--- config.mk ---
export PLATFORM = sky130hd
export DESIGN_NAME = mul_share_arbiter
export DESIGN_NICKNAME = d
export VERILOG_FILES = /design/src/rtl/mul_share_pkg.sv /design/src/rtl/eight_bit_adder.sv /design/src/rtl/four_bit_signed_multiplier.sv /design/src/rtl/mul_share_arbiter.sv
export SDC_FILE = /design/constraint.sdc
export NUM_CORES = 1
export LEC_CHECK = 0
export BUFFER_PORTS_ARGS = -buffer_cell sky130_fd_sc_hd__buf_2
export CORE_MARGIN = 4
export CORE_UTILIZATION = 30
export CTS_CLUSTER_SIZE = 30
export DETAILED_ROUTE_END_ITERATION = 12
export HOLD_SLACK_MARGIN = 0.06
export SETUP_SLACK_MARGIN = 0.02
export SYNTH_ARGS = -nofsm -noshare
export SYNTH_HDL_FRONTEND = slang
export SYNTH_HIERARCHICAL = 1
export SYNTH_SLANG_ARGS = --single-unit
--- constraint.sdc ---
create_clock -name clk -period 7.15 [get_ports clk]
set_input_delay 0.715 -clock clk [delete_from_list [all_inputs] [get_ports clk]]
set_output_delay 0.715 -clock clk [all_outputs]
set_load 0.02 [all_outputs]
--- src/rtl/mul_share_pkg.sv ---
// Shared types, widths and the round-robin pick used by the multiplier-sharing arbiter.
package mul_share_pkg;

    typedef enum logic [1:0] {
        IDLE = 2'd0,
        CALC = 2'd1,
        RESP = 2'd2
    } state_t;

    localparam int OP_W     = 4;
    localparam int PROD_W   = 8;
    localparam int MAX_REQ  = 8;
    localparam int MAX_ID_W = 3;

    // First set bit of valid searching upward from last+1, wrapping at num_req.
    function automatic logic [MAX_ID_W-1:0] rr_pick(
        input logic [MAX_REQ-1:0]  valid,
        input logic [MAX_ID_W-1:0] last,
        input int                  num_req
    );
        logic [MAX_ID_W-1:0] pick;
        logic [MAX_ID_W-1:0] idx;
        logic                found;
        pick  = '0;
        found = 1'b0;
        for (int k = 1; k <= MAX_REQ; k++) begin
            idx = MAX_ID_W'((int'(last) + k) % num_req);
            if (!found && valid[idx]) begin
                pick  = idx;
                found = 1'b1;
            end
        end
        return pick;
    endfunction

endpackage

--- src/rtl/eight_bit_adder.sv ---
// Eight-bit ripple adder with carry-in, used by the signed multiplier's partial-product tree.
module eight_bit_adder (
    input  logic [7:0] a_i,
    input  logic [7:0] b_i,
    input  logic       cin_i,
    output logic [7:0] sum_o
);

    assign sum_o = a_i + b_i + {7'd0, cin_i};

endmodule

--- src/rtl/four_bit_signed_multiplier.sv ---
// Combinational 4x4 two's-complement multiplier; the MSB partial product carries weight -8,
// so it is added as its one's complement with a carry-in of one.
module four_bit_signed_multiplier
    import mul_share_pkg::*;
(
    input  logic [OP_W-1:0]   a_i,
    input  logic [OP_W-1:0]   b_i,
    output logic [PROD_W-1:0] product_o
);

    logic [PROD_W-1:0] a_ext;
    logic [PROD_W-1:0] pp  [OP_W];
    logic [PROD_W-1:0] acc [OP_W+1];

    assign a_ext  = {{(PROD_W-OP_W){a_i[OP_W-1]}}, a_i};
    assign acc[0] = '0;

    generate
        for (genvar gi = 0; gi < OP_W; gi++) begin : g_pp
            if (gi == OP_W-1) begin : g_neg
                assign pp[gi] = b_i[gi] ? ~(a_ext << gi) : '0;
                eight_bit_adder u_add (
                    .a_i   (acc[gi]),
                    .b_i   (pp[gi]),
                    .cin_i (b_i[gi]),
                    .sum_o (acc[gi+1])
                );
            end else begin : g_pos
                assign pp[gi] = b_i[gi] ? (a_ext << gi) : '0;
                eight_bit_adder u_add (
                    .a_i   (acc[gi]),
                    .b_i   (pp[gi]),
                    .cin_i (1'b0),
                    .sum_o (acc[gi+1])
                );
            end
        end
    endgenerate

    assign product_o = acc[OP_W];

endmodule

--- src/rtl/mul_share_arbiter.sv ---
// Round-robin sharing of one signed 4x4 multiplier among NUM_REQ requesters,
// with a registered, id-tagged response channel that honours backpressure.
module mul_share_arbiter
    import mul_share_pkg::*;
#(
    parameter int NUM_REQ = 2,
    parameter int ID_W    = $clog2(NUM_REQ)
) (
    input  logic                    clk,
    input  logic                    rst_n,
    input  logic [NUM_REQ-1:0]      req_valid,
    output logic [NUM_REQ-1:0]      req_ready,
    input  logic [NUM_REQ*OP_W-1:0] req_a,
    input  logic [NUM_REQ*OP_W-1:0] req_b,
    output logic                    rsp_valid,
    input  logic                    rsp_ready,
    output logic [2*OP_W-1:0]       rsp_product,
    output logic [ID_W-1:0]         rsp_id,
    output logic                    busy
);

    state_t              state_q;
    logic [ID_W-1:0]     last_grant_q;
    logic [ID_W-1:0]     id_q;
    logic [OP_W-1:0]     a_q;
    logic [OP_W-1:0]     b_q;
    logic                rsp_valid_q;
    logic [PROD_W-1:0]   rsp_product_q;
    logic [ID_W-1:0]     rsp_id_q;

    logic [MAX_REQ-1:0]  valid_ext;
    logic [MAX_ID_W-1:0] last_ext;
    logic [ID_W-1:0]     grant;
    logic                grant_en;
    logic [PROD_W-1:0]   product;
    logic [OP_W-1:0]     a_slice [NUM_REQ];
    logic [OP_W-1:0]     b_slice [NUM_REQ];

    always_comb begin
        valid_ext                = '0;
        valid_ext[NUM_REQ-1:0]   = req_valid;
        last_ext                 = '0;
        last_ext[ID_W-1:0]       = last_grant_q;
    end

    assign grant    = ID_W'(rr_pick(valid_ext, last_ext, NUM_REQ));
    // Gated by rst_n so no accept can leak out while reset is held.
    assign grant_en = rst_n && (state_q == IDLE) && (|req_valid);

    generate
        for (genvar gi = 0; gi < NUM_REQ; gi++) begin : g_req
            assign a_slice[gi]   = req_a[gi*OP_W +: OP_W];
            assign b_slice[gi]   = req_b[gi*OP_W +: OP_W];
            assign req_ready[gi] = grant_en && (grant == ID_W'(gi));
        end
    endgenerate

    four_bit_signed_multiplier u_mul (
        .a_i       (a_q),
        .b_i       (b_q),
        .product_o (product)
    );

    always_ff @(posedge clk or negedge rst_n) begin
        if (!rst_n) begin
            state_q       <= IDLE;
            last_grant_q  <= ID_W'(NUM_REQ-1);
            id_q          <= '0;
            a_q           <= '0;
            b_q           <= '0;
            rsp_valid_q   <= 1'b0;
            rsp_product_q <= '0;
            rsp_id_q      <= '0;
        end else begin
            case (state_q)
                IDLE: begin
                    if (|req_valid) begin
                        a_q          <= a_slice[grant];
                        b_q          <= b_slice[grant];
                        id_q         <= grant;
                        last_grant_q <= grant;
                        state_q      <= CALC;
                    end
                end
                CALC: begin
                    rsp_product_q <= product;
                    rsp_id_q      <= id_q;
                    rsp_valid_q   <= 1'b1;
                    state_q       <= RESP;
                end
                RESP: begin
                    if (rsp_ready) begin
                        rsp_valid_q <= 1'b0;
                        state_q     <= IDLE;
                    end
                end
                default: begin
                    rsp_valid_q <= 1'b0;
                    state_q     <= IDLE;
                end
            endcase
        end
    end

    assign rsp_valid   = rsp_valid_q;
    assign rsp_product = rsp_product_q;
    assign rsp_id      = rsp_id_q;
    assign busy        = (state_q != IDLE);

endmodule

-- After elaboration in Yosys (flattened, before gate mapping)
Cells that the tools add are included.
- add/subtract/negate cells: 12
- $mul: 0
- divide/modulo/power cells: 0
- $lt $le $gt $ge: 9
- eq/ne operators: 4
- shifts and indexed selects: 0
- multiplexer cells: 46
- bitwise operators: 12
- reduce and logical (&&, ||, !) cells: 24
- operator list (kind ; number):
    $lt 3x4->1 const B ; 8
    $mux 8 ; 4
    $add 8x8->8 ; 3
    $mux 1 ; 24
    $mux 4 ; 6
    $bmux 1 s2 ; 8
    $logic_and 1x1->1 ; 11
    $add 1x1->1 const B ; 8
    $add 8x1->8 ; 1
    $and 1x1->1 const A ; 8
    $not 8->8 ; 1
    $logic_not 1->1 ; 7
    $pmux 2 s3 ; 1
    $reduce_and 2->1 ; 3
    $mux 2 ; 2
    $pmux 1 s3 ; 1
    $eq 2x1->1 const B ; 1
    $eq 2x2->1 const B ; 1
    $ge 2x2->1 const B ; 1
    $logic_not 2->1 ; 1
    $ne 2x1->1 const B ; 1
    $ne 2x2->1 const B ; 1
    $not 1->1 ; 2
    $not 1->2 ; 1
    2 further kinds ; 2
- register bits after elaboration: 22
- latch bits: 0
- RAM bits: 0
- bits in read-only memories: 0
- bits of input ports: 21
- memories: 0

-- Longest topological paths before layout
Gate-level depths: netlist of the first run.
- word-level depth: 30
- gate-level depth with buffers: 20

-- Modules after synthesis
The synthesis of the first run kept the hierarchy.
- modules (own cells, without submodules) (module ; instances ; cells an instance ; area an instance (um2) ; sequential area each (um2)):
    eight_bit_adder ; 4 ; 43 ; 345.3 ; 0.0
    mul_share_arbiter ; 1 ; 66 ; 1002.2 ; 551.8
    four_bit_signed_multiplier ; 1 ; 17 ; 103.8 ; 0.0

-- Worst setup path after synthesis of the first run
Ideal clock, no wire load.
- path kind: reg2reg
- start: reg a_q[3]
- end: reg rsp_product_q[6] (netlist: rsp_product[6])
- setup time: 0.125 ns
- arrival: 4.339 ns
- required time: 7.025 ns
- slack: 2.686 ns
- stages on the path, launching flop included: 19
- clock period less this slack: 4.464 ns
- path through: dfrtp_1 and2_1 ha_1 nor3b_1 a311oi_1 o311ai_1 ha_1 nor3b_1 a311oi_1 o311ai_1 ha_1 nor3b_1 a311oi_1 o311ai_1 ha_1 nor3b_1 a311oi_1 o311ai_1 mux2_2
- RTL lines (item ; RTL line ; text):
    start: declaration ; mul_share_arbiter.sv:25 ; logic [OP_W-1:0] a_q;
    start signal: assignment ; mul_share_arbiter.sv:78 ; a_q <= a_slice[grant];
    end signal: assignment ; mul_share_arbiter.sv:86 ; rsp_product_q <= product;
    end: declaration ; mul_share_arbiter.sv:28 ; logic [PROD_W-1:0] rsp_product_q;

==> run_results.csv, run 1 <==
group,metric,value,unit
outcome,run_status,"finished clean",
layout,antenna-diode-count,0,
sta,fmaxAchievable,0.2058,GHz
critical_path,type_of_destination_of_the_critical_path,"flip-flop",
critical_path,r2r_slack,2.29,ns
critical_path,crit_buf_inv,0,
placed_design,dpl.hpwl,4171,µm
synthesis,syn_area,2487,µm²
layout,sequential_cell_area,551.8,µm²
cts,postCtsHoldBufs,0,
synthesis,number_of_cells_produced_by_synthesis,255,
critical_path,critical_path.startpoint,"a_q[3]$_DFFE_PN0P_",
drt,via_per_inst,4.842,
sta,worst_margin_slew,0.8546,ns
die,chipHeight,99.06,µm
cts,post_cts.repair.setup_buffers,0,
critical_path,path_cells,"and2_1 -> ha_1 -> nor3b_1 -> a311oi_1 -> o311ai_1 -> ha_1 -> nor3b_1 -> a311oi_1 -> o311ai_1 -> ha_1 -> nor3b_1 -> a311oi_1 -> o311ai_1 -> ha_1 -> nor3b_1 -> a311oi_1 -> o311ai_1 -> mux2_2",
drt,drtAntennaViolNets,0,
synthesis,ys_top_cells_by_count,"ha_1, inv_1, a21oi_1, dfrtp_1, mux2_4",
synthesis,synthFlopType,"dfrtp_1",
critical_path,path_delay_family,"adder cells",
global_route,pin_count_of_the_biggest_net_entering_global_routing,25,
sta,final_min_period_over_clock_period,67.96,%
synthesis,yosysWarnings,6,
placed_design,port-buffer-count,33,
sta,final.min_clock_period,4.859,ns
critical_path,timing.critical_path.required,7.31,ns
cts,clock_tree.htree_level_count,1,
run,max_cap_viol_count,0,
cts,number_of_buffers_added_by_the_clock_tree_synthesis_step,3,
sta,finalHoldViolations,0,
sta,timing_max_transition_violations_final,0,
die,std_cell_rows,32,
layout,final.fill_count,799,
synthesis,most_common_cell_in_the_synthesized_netlist,"ha_1",
critical_path,critPathSlowestCell,"dfrtp_1",
cts,path_clk_slew,0.08,ns
drt,post_drt_wl_per_cell,12.10,µm
synthesis,synth_enable_flop_cells,0,
global_route,via_count_of_the_first_global_routing_pass,2005,
cts,clock_tree.buffer_depth,2,
sta,final.setup.tns,0,ns
hold_path,worst_hold_path_type,"input port to async pin",
drt,drt-initial-drc-count,51,
cts,numClockSinks,22,
synthesis,synth_seq_area_share,22.18,%
layout,footprint_of_the_multi_input_gates,1882,µm²
cts,clk_root_buffer_cell,"clkbuf_8",
critical_path,worst-endpoint-arrival,5.02,ns
die,initial_utilization,31.54,%
sta,setup_violations,0,
die,die_w,99.06,µm
global_route,global_route_wire_length_before_repair,8942,µm
global_route,grt.overflow.total,0,
sta,rsz0062_at_grt,"false",
critical_path,critPathCapture,"rsp_product[6]$_DFFE_PN0P_",
drt,drcViolationCount,0,
synthesis,synth_largest_type_area_fraction,21.13,%
drt,drt_wl_total,4911,µm
critical_path,r2r-start,"a_q[3]$_DFFE_PN0P_",
critical_path,critical_path_class,"flip-flop to flip-flop",
synthesis,mean_instance_size_in_the_synthesized_netlist,9.754,µm²
layout,layout-drive-gt1-share,22.70,%
sta,layout_skew,0.001930,ns
synthesis,synth-seq-cells,22,
drt,first_pass_iters,4,
cts,worstSkewPairLatency,0.27,ns
critical_path,critical_path_depth,18,
cts,tritoncts,"built",
critical_path,worstRegToRegCells,18,
critical_path,critPathMaxStageDelay,0.42,ns
layout,area_delta_synth_final,15.95,%
synthesis,asyncSetResetFlopFracSynth,100.0,%
drt,detailroute.via_count,1966,
sta,slew_headroom,42.91,%
die,top_level_i_o_count,34,
die,core_area,7888,µm²
die,die-area,9812,µm²
synthesis,synthTopCellsByArea,"dfrtp_1, ha_1, mux2_4",
critical_path,cp-start-kind,"flip-flop",
synthesis,ys_types,36,
critical_path,cp_max_fo,7,
synthesis,synth_top_cell_by_area,"dfrtp_1",
global_route,globalRouteTotalUtil,10.71,%
cts,cts.repair.resized,0,
global_route,antenna_violations_before_repair,0,
placed_design,replace_congestion,0.7901,
layout,final_net_count,358,
critical_path,worstReg2RegEnd,"rsp_product[6]$_DFFE_PN0P_",
registers in the layout, summed over array words and instances, names as in the netlist:
register / count
rsp_product: 8
a_q: 4
b_q: 4
state_q: 2
id_q: 1
last_grant_q: 1
rsp_id: 1
rsp_valid: 1
worst reg2reg max path, delay by kind of cell, from the launching register on:
family,cells,cell delay (ns)
and+or+nand+nor,5,0.92
AOI/OAI and AO/OA,8,1.57
adders and majority gates,4,1.57
muxes,1,0.28
DFF,1,0.42
kinds of logic (layout without fill, tap and decap cells):
family / after synthesis / count (layout) / share of synthesized area (%)
AO/OA/AOI/OAI: 80 / 80 / 22.13
XOR/XNOR: 16 / 16 / 5.634
adder cells (fa/ha/maj): 32 / 32 / 18.51
buffers and inverters: 26 / 60 / 4.426
flip-flops: 22 / 22 / 22.18
multiplexers: 25 / 25 / 13.43
other: 1 / 16 / 0.1508
AND/OR/NAND/NOR: 53 / 53 / 13.53
worst min path at each step:
stage / depth (start not counted) / endpoint / slack, ns / startpoint
floorplan: 0 / a_q[0]$_DFFE_PN0P_ / 0.42 / rst_n
global placement: 1 / rsp_valid$_DFFE_PN0P_ / 0.46 / rsp_valid$_DFFE_PN0P_
detailed placement: 1 / rsp_valid$_DFFE_PN0P_ / 0.46 / rsp_valid$_DFFE_PN0P_
CTS: 1 / rsp_product[7]$_DFFE_PN0P_ / 0.42 / rst_n
global route: 1 / rsp_product[7]$_DFFE_PN0P_ / 0.45 / rst_n
finish: 1 / rsp_product[5]$_DFFE_PN0P_ / 0.41 / rst_n
routing by layer:
layer | share of wire, % | track usage [%] | wire, µm | vias to the layer above
met2 | 44 | 17.36 | 2154 | 26
met5 | 0 | 0 | 0 | -
met1 | 52 | 14.94 | 2566 | 915
li1 | - | - | - | 1020
met3 | 2.8 | 1.628 | 138 | 5
met4 | 1.1 | 2.521 | 53 | 0
area by class of cell:
type	count	share of cell area [%]
clock buffers	3	1.432
clock inverters	1	1.041
inverters	23	2.993
multi-input cells	222	65.25
flip-flops and latches	22	19.13
well taps	102	4.425
repair buffers	33	5.727
stage by stage:
| stage | cells | hold WS (ns) | worst slack [ns] | area (µm²) | util, % |
|---|---|---|---|---|---|
| 6_report | 406 | 0.4126 | 2.291 | 2884 | 36.56 |
| 5_1_grt | 406 | 0.4480 | 1.829 | 2884 | 36.56 |
| 4_1_cts | 406 | 0.4227 | 2.294 | 2884 | 36.56 |
| 3_5_place_dp | 402 | 0.4635 | 2.319 | 2813 | 35.66 |
| 3_3_place_gp | 402 | 0.4598 | 2.401 | 2813 | 35.66 |
| 2_1_floorplan | 270 | 0.4194 | 2.686 | 2544 | - |
cell usage in the layout (no fill, tap or decap), types with 5 or more instances in the layout:
cell type / instances
buf_2: 33
ha_1: 24
inv_1: 23
a21oi_1: 21
dfrtp_1: 21
conb_1: 16
mux2_4: 14
nor2b_1: 13
and2_1: 12
o211ai_1: 12
mux2_2: 11
o21ai_0: 9
xor2_1: 8
xnor2_1: 8
fa_1: 8
nor2_1: 6
o21a_1: 6
nor3_1: 5
a21o_1: 5
Power of run 1 is left out: the tool's default activity adds up to more than one toggle a clock period on the data nets, which glitch-free logic cannot reach.
==> inputs of run 2 (changes only) <==
--- a/config.mk
+++ b/config.mk
@@ -5,6 +5,7 @@
 export SDC_FILE = /design/constraint.sdc
 export NUM_CORES = 1
 export LEC_CHECK = 0
+export ABC_AREA = 1
 export BUFFER_PORTS_ARGS = -buffer_cell sky130_fd_sc_hd__buf_2
 export CORE_MARGIN = 4
 export CORE_UTILIZATION = 30
==> constraint.sdc (replaced) <==
create_clock -name clk -period 4.7 [get_ports clk]
set_input_delay 0.47 -clock clk [delete_from_list [all_inputs] [get_ports clk]]
set_output_delay 0.47 -clock clk [all_outputs]
set_load 0.02 [all_outputs]
==> run 2 against run 1 <==
  * Cell area rose by 7.3%
  * Core utilization shrank 1.1 points
  * Wire length grew 0.20%
  * Non-clock buffer count stayed put
  * Setup slack got worse by 1.5 ns
==> run_results.csv, run 2 <==
group,metric,value,unit
sta,layout_skew,0.001706,ns
die,chipHeight,102.8,µm
drt,first_pass_iters,4,
global_route,global_route_wire_length_before_repair,9018,µm
layout,layout-drive-gt1-share,15.08,%
cts,clock_tree.htree_level_count,1,
critical_path,path_delay_family,"adder cells",
die,die-area,10560,µm²
synthesis,mean_instance_size_in_the_synthesized_netlist,6.704,µm²
layout,final_net_count,505,
sta,finalHoldViolations,0,
synthesis,number_of_cells_produced_by_synthesis,402,
critical_path,timing.critical_path.required,4.86,ns
cts,tritoncts,"built",
critical_path,crit_buf_inv,6,
die,initial_utilization,30.90,%
sta,fin_worst_hold_slack,0.1674,ns
placed_design,port-buffer-count,33,
hold_path,worst_hold_path_type,"input port to async pin",
drt,drt-initial-drc-count,103,
critical_path,r2r-start,"a_q[1]$_DFFE_PN0P_",
critical_path,worst-endpoint-arrival,4.09,ns
layout,mostFrequentLayoutCell,"nand2_1",
cts,number_of_buffers_added_by_the_clock_tree_synthesis_step,3,
sta,fmaxAchievable,0.2547,GHz
placed_design,replace_congestion,0.7825,
sta,worst_margin_slew,0.5150,ns
critical_path,worstRegToRegCells,27,
synthesis,asyncSetResetFlopFracSynth,100.0,%
run,max_cap_viol_count,0,
synthesis,synth_seq_area_share,20.47,%
synthesis,synth-seq-cells,22,
critical_path,critPathMaxStageDelay,0.46,ns
synthesis,ys_types,26,
synthesis,most_common_cell_in_the_synthesized_netlist,"nand2_1",
layout,area_delta_synth_final,14.86,%
global_route,grt.overflow.total,0,
drt,drtAntennaViolNets,0,
sta,final_min_period_over_clock_period,83.53,%
layout,antenna-diode-count,0,
critical_path,cp-start-kind,"flip-flop",
sta,timing_max_transition_violations_final,0,
critical_path,type_of_destination_of_the_critical_path,"flip-flop",
drt,detailroute.via_count,2358,
critical_path,critPathSlowestCell,"fa_1",
placed_design,dpl.hpwl,4310,µm
synthesis,synth_top_cell_by_area,"dfrtp_1",
sta,final.setup.tns,0,ns
cts,postCtsHoldBufs,0,
die,top_level_i_o_count,34,
critical_path,worstReg2RegEnd,"rsp_product[7]$_DFFE_PN0P_",
drt,via_per_inst,4.218,
cts,path_clk_slew,0.08,ns
cts,worstSkewPairLatency,0.26,ns
sta,setup_violations,0,
global_route,via_count_of_the_first_global_routing_pass,2156,
synthesis,synth_largest_type_area_fraction,19.50,%
global_route,antenna_violations_before_repair,0,
sta,rsz0062_at_grt,"false",
global_route,pin_count_of_the_biggest_net_entering_global_routing,24,
layout,final_area,3095,µm²
cts,numClockSinks,22,
synthesis,yosysWarnings,6,
sta,slew_headroom,65.67,%
die,std_cell_rows,34,
cts,post_cts.repair.setup_buffers,0,
synthesis,synthTopCellsByArea,"dfrtp_1, nand2_1, inv_1",
drt,post_drt_wl_per_cell,8.803,µm
critical_path,cp_max_fo,5,
layout,largest_register_ffs,8,
cts,clk_root_buffer_cell,"clkbuf_8",
synthesis,syn_area,2695,µm²
layout,finish.utilization,35.50,%
synthesis,ys_top_cells_by_count,"nand2_1, inv_1, nand3_1, ha_1, dfrtp_1",
die,core_area,8721,µm²
critical_path,critical_path_class,"flip-flop to flip-flop",
global_route,globalRouteTotalUtil,9.994,%
drt,drt_wl_total,4921,µm
synthesis,synth_enable_flop_cells,0,
layout,layout_common_cells,"nand2_1, inv_1, nand3_1, buf_2, ha_1",
cts,cts.repair.resized,0,
placed_design,post_dp_cell_area,3024,µm²
cts,clock_tree.buffer_depth,2,
drt,drcViolationCount,0,
critical_path,dominant_cell_type_by_count_on_the_critical_path,"nand2_1",
sta,final.min_clock_period,3.926,ns
die,die_w,102.8,µm
synthesis,synthFlopType,"dfrtp_1",
outcome,run_status,"finished clean",
critical_path,r2r_slack,0.77,ns
run 2: cell count changes after synthesis, moves of 12 or more:
cell and delta:
nand3_1 +41, mux2_4 -14, and2_1 -12, inv_1 +59, a21oi_1 -13, o211ai_1 -12, nand2_1 +135, nor2b_1 -13
run 2: metrics by stage:
stage               setup slack, ns  cells
floorplan                     1.129    417
global placement             0.7948    555
detailed placement           0.7889    555
CTS                          0.7575    559
global route                 0.3801    559
finish                       0.7739    559
run 2: cell families (layout without fill, tap and decap cells):
family                   Yosys count  after routing  share of synthesized area (%)
AND/OR/NAND/NOR                  226            226                          38.49
buffers and inverters             92            126                          13.42
adder cells (fa/ha/maj)           32             32                          17.08
flip-flops                        22             22                          20.47
XOR/XNOR                          16             16                          7.985
AO/OA/AOI/OAI                     13             13                          2.414
other                              1             16                         0.1391
run 2: metal layers:
metal | up-vias | routed length, µm | share of wire, % | GRT usage (%)
met5 | - | 0 | 0 | 0
met4 | 0 | 38 | 0.77 | 1.195
met3 | 4 | 133 | 2.7 | 1.556
met2 | 28 | 2360 | 48 | 17.38
met1 | 1037 | 2389 | 49 | 13.50
li1 | 1289 | - | - | -
run 2: area by class of cell:
cell class	instances	area [µm²]
timing repair buffer	33	165.2
multi-input combinational	303	1838
inverter	89	334.1
tap	108	135.1
clock buffer	3	41.29
clock inverter	1	30.03
fill	935	5625
sequential	22	551.8
run 2: how the worst max path moves through the flow:
stage | start | to | slack [ns] | depth (start not counted)
after floorplan | b_q[0]$_DFFE_PN0P_ | rsp_product[7]$_DFFE_PN0P_ | 1.13 | 26
after global placement | a_q[1]$_DFFE_PN0P_ | rsp_product[7]$_DFFE_PN0P_ | 0.79 | 26
after detailed placement | a_q[1]$_DFFE_PN0P_ | rsp_product[7]$_DFFE_PN0P_ | 0.79 | 27
after CTS | a_q[1]$_DFFE_PN0P_ | rsp_product[7]$_DFFE_PN0P_ | 0.76 | 27
after global routing | a_q[1]$_DFFE_PN0P_ | rsp_product[7]$_DFFE_PN0P_ | 0.38 | 26
final | a_q[1]$_DFFE_PN0P_ | rsp_product[7]$_DFFE_PN0P_ | 0.77 | 27
Power of run 2 is left out for the same reason.
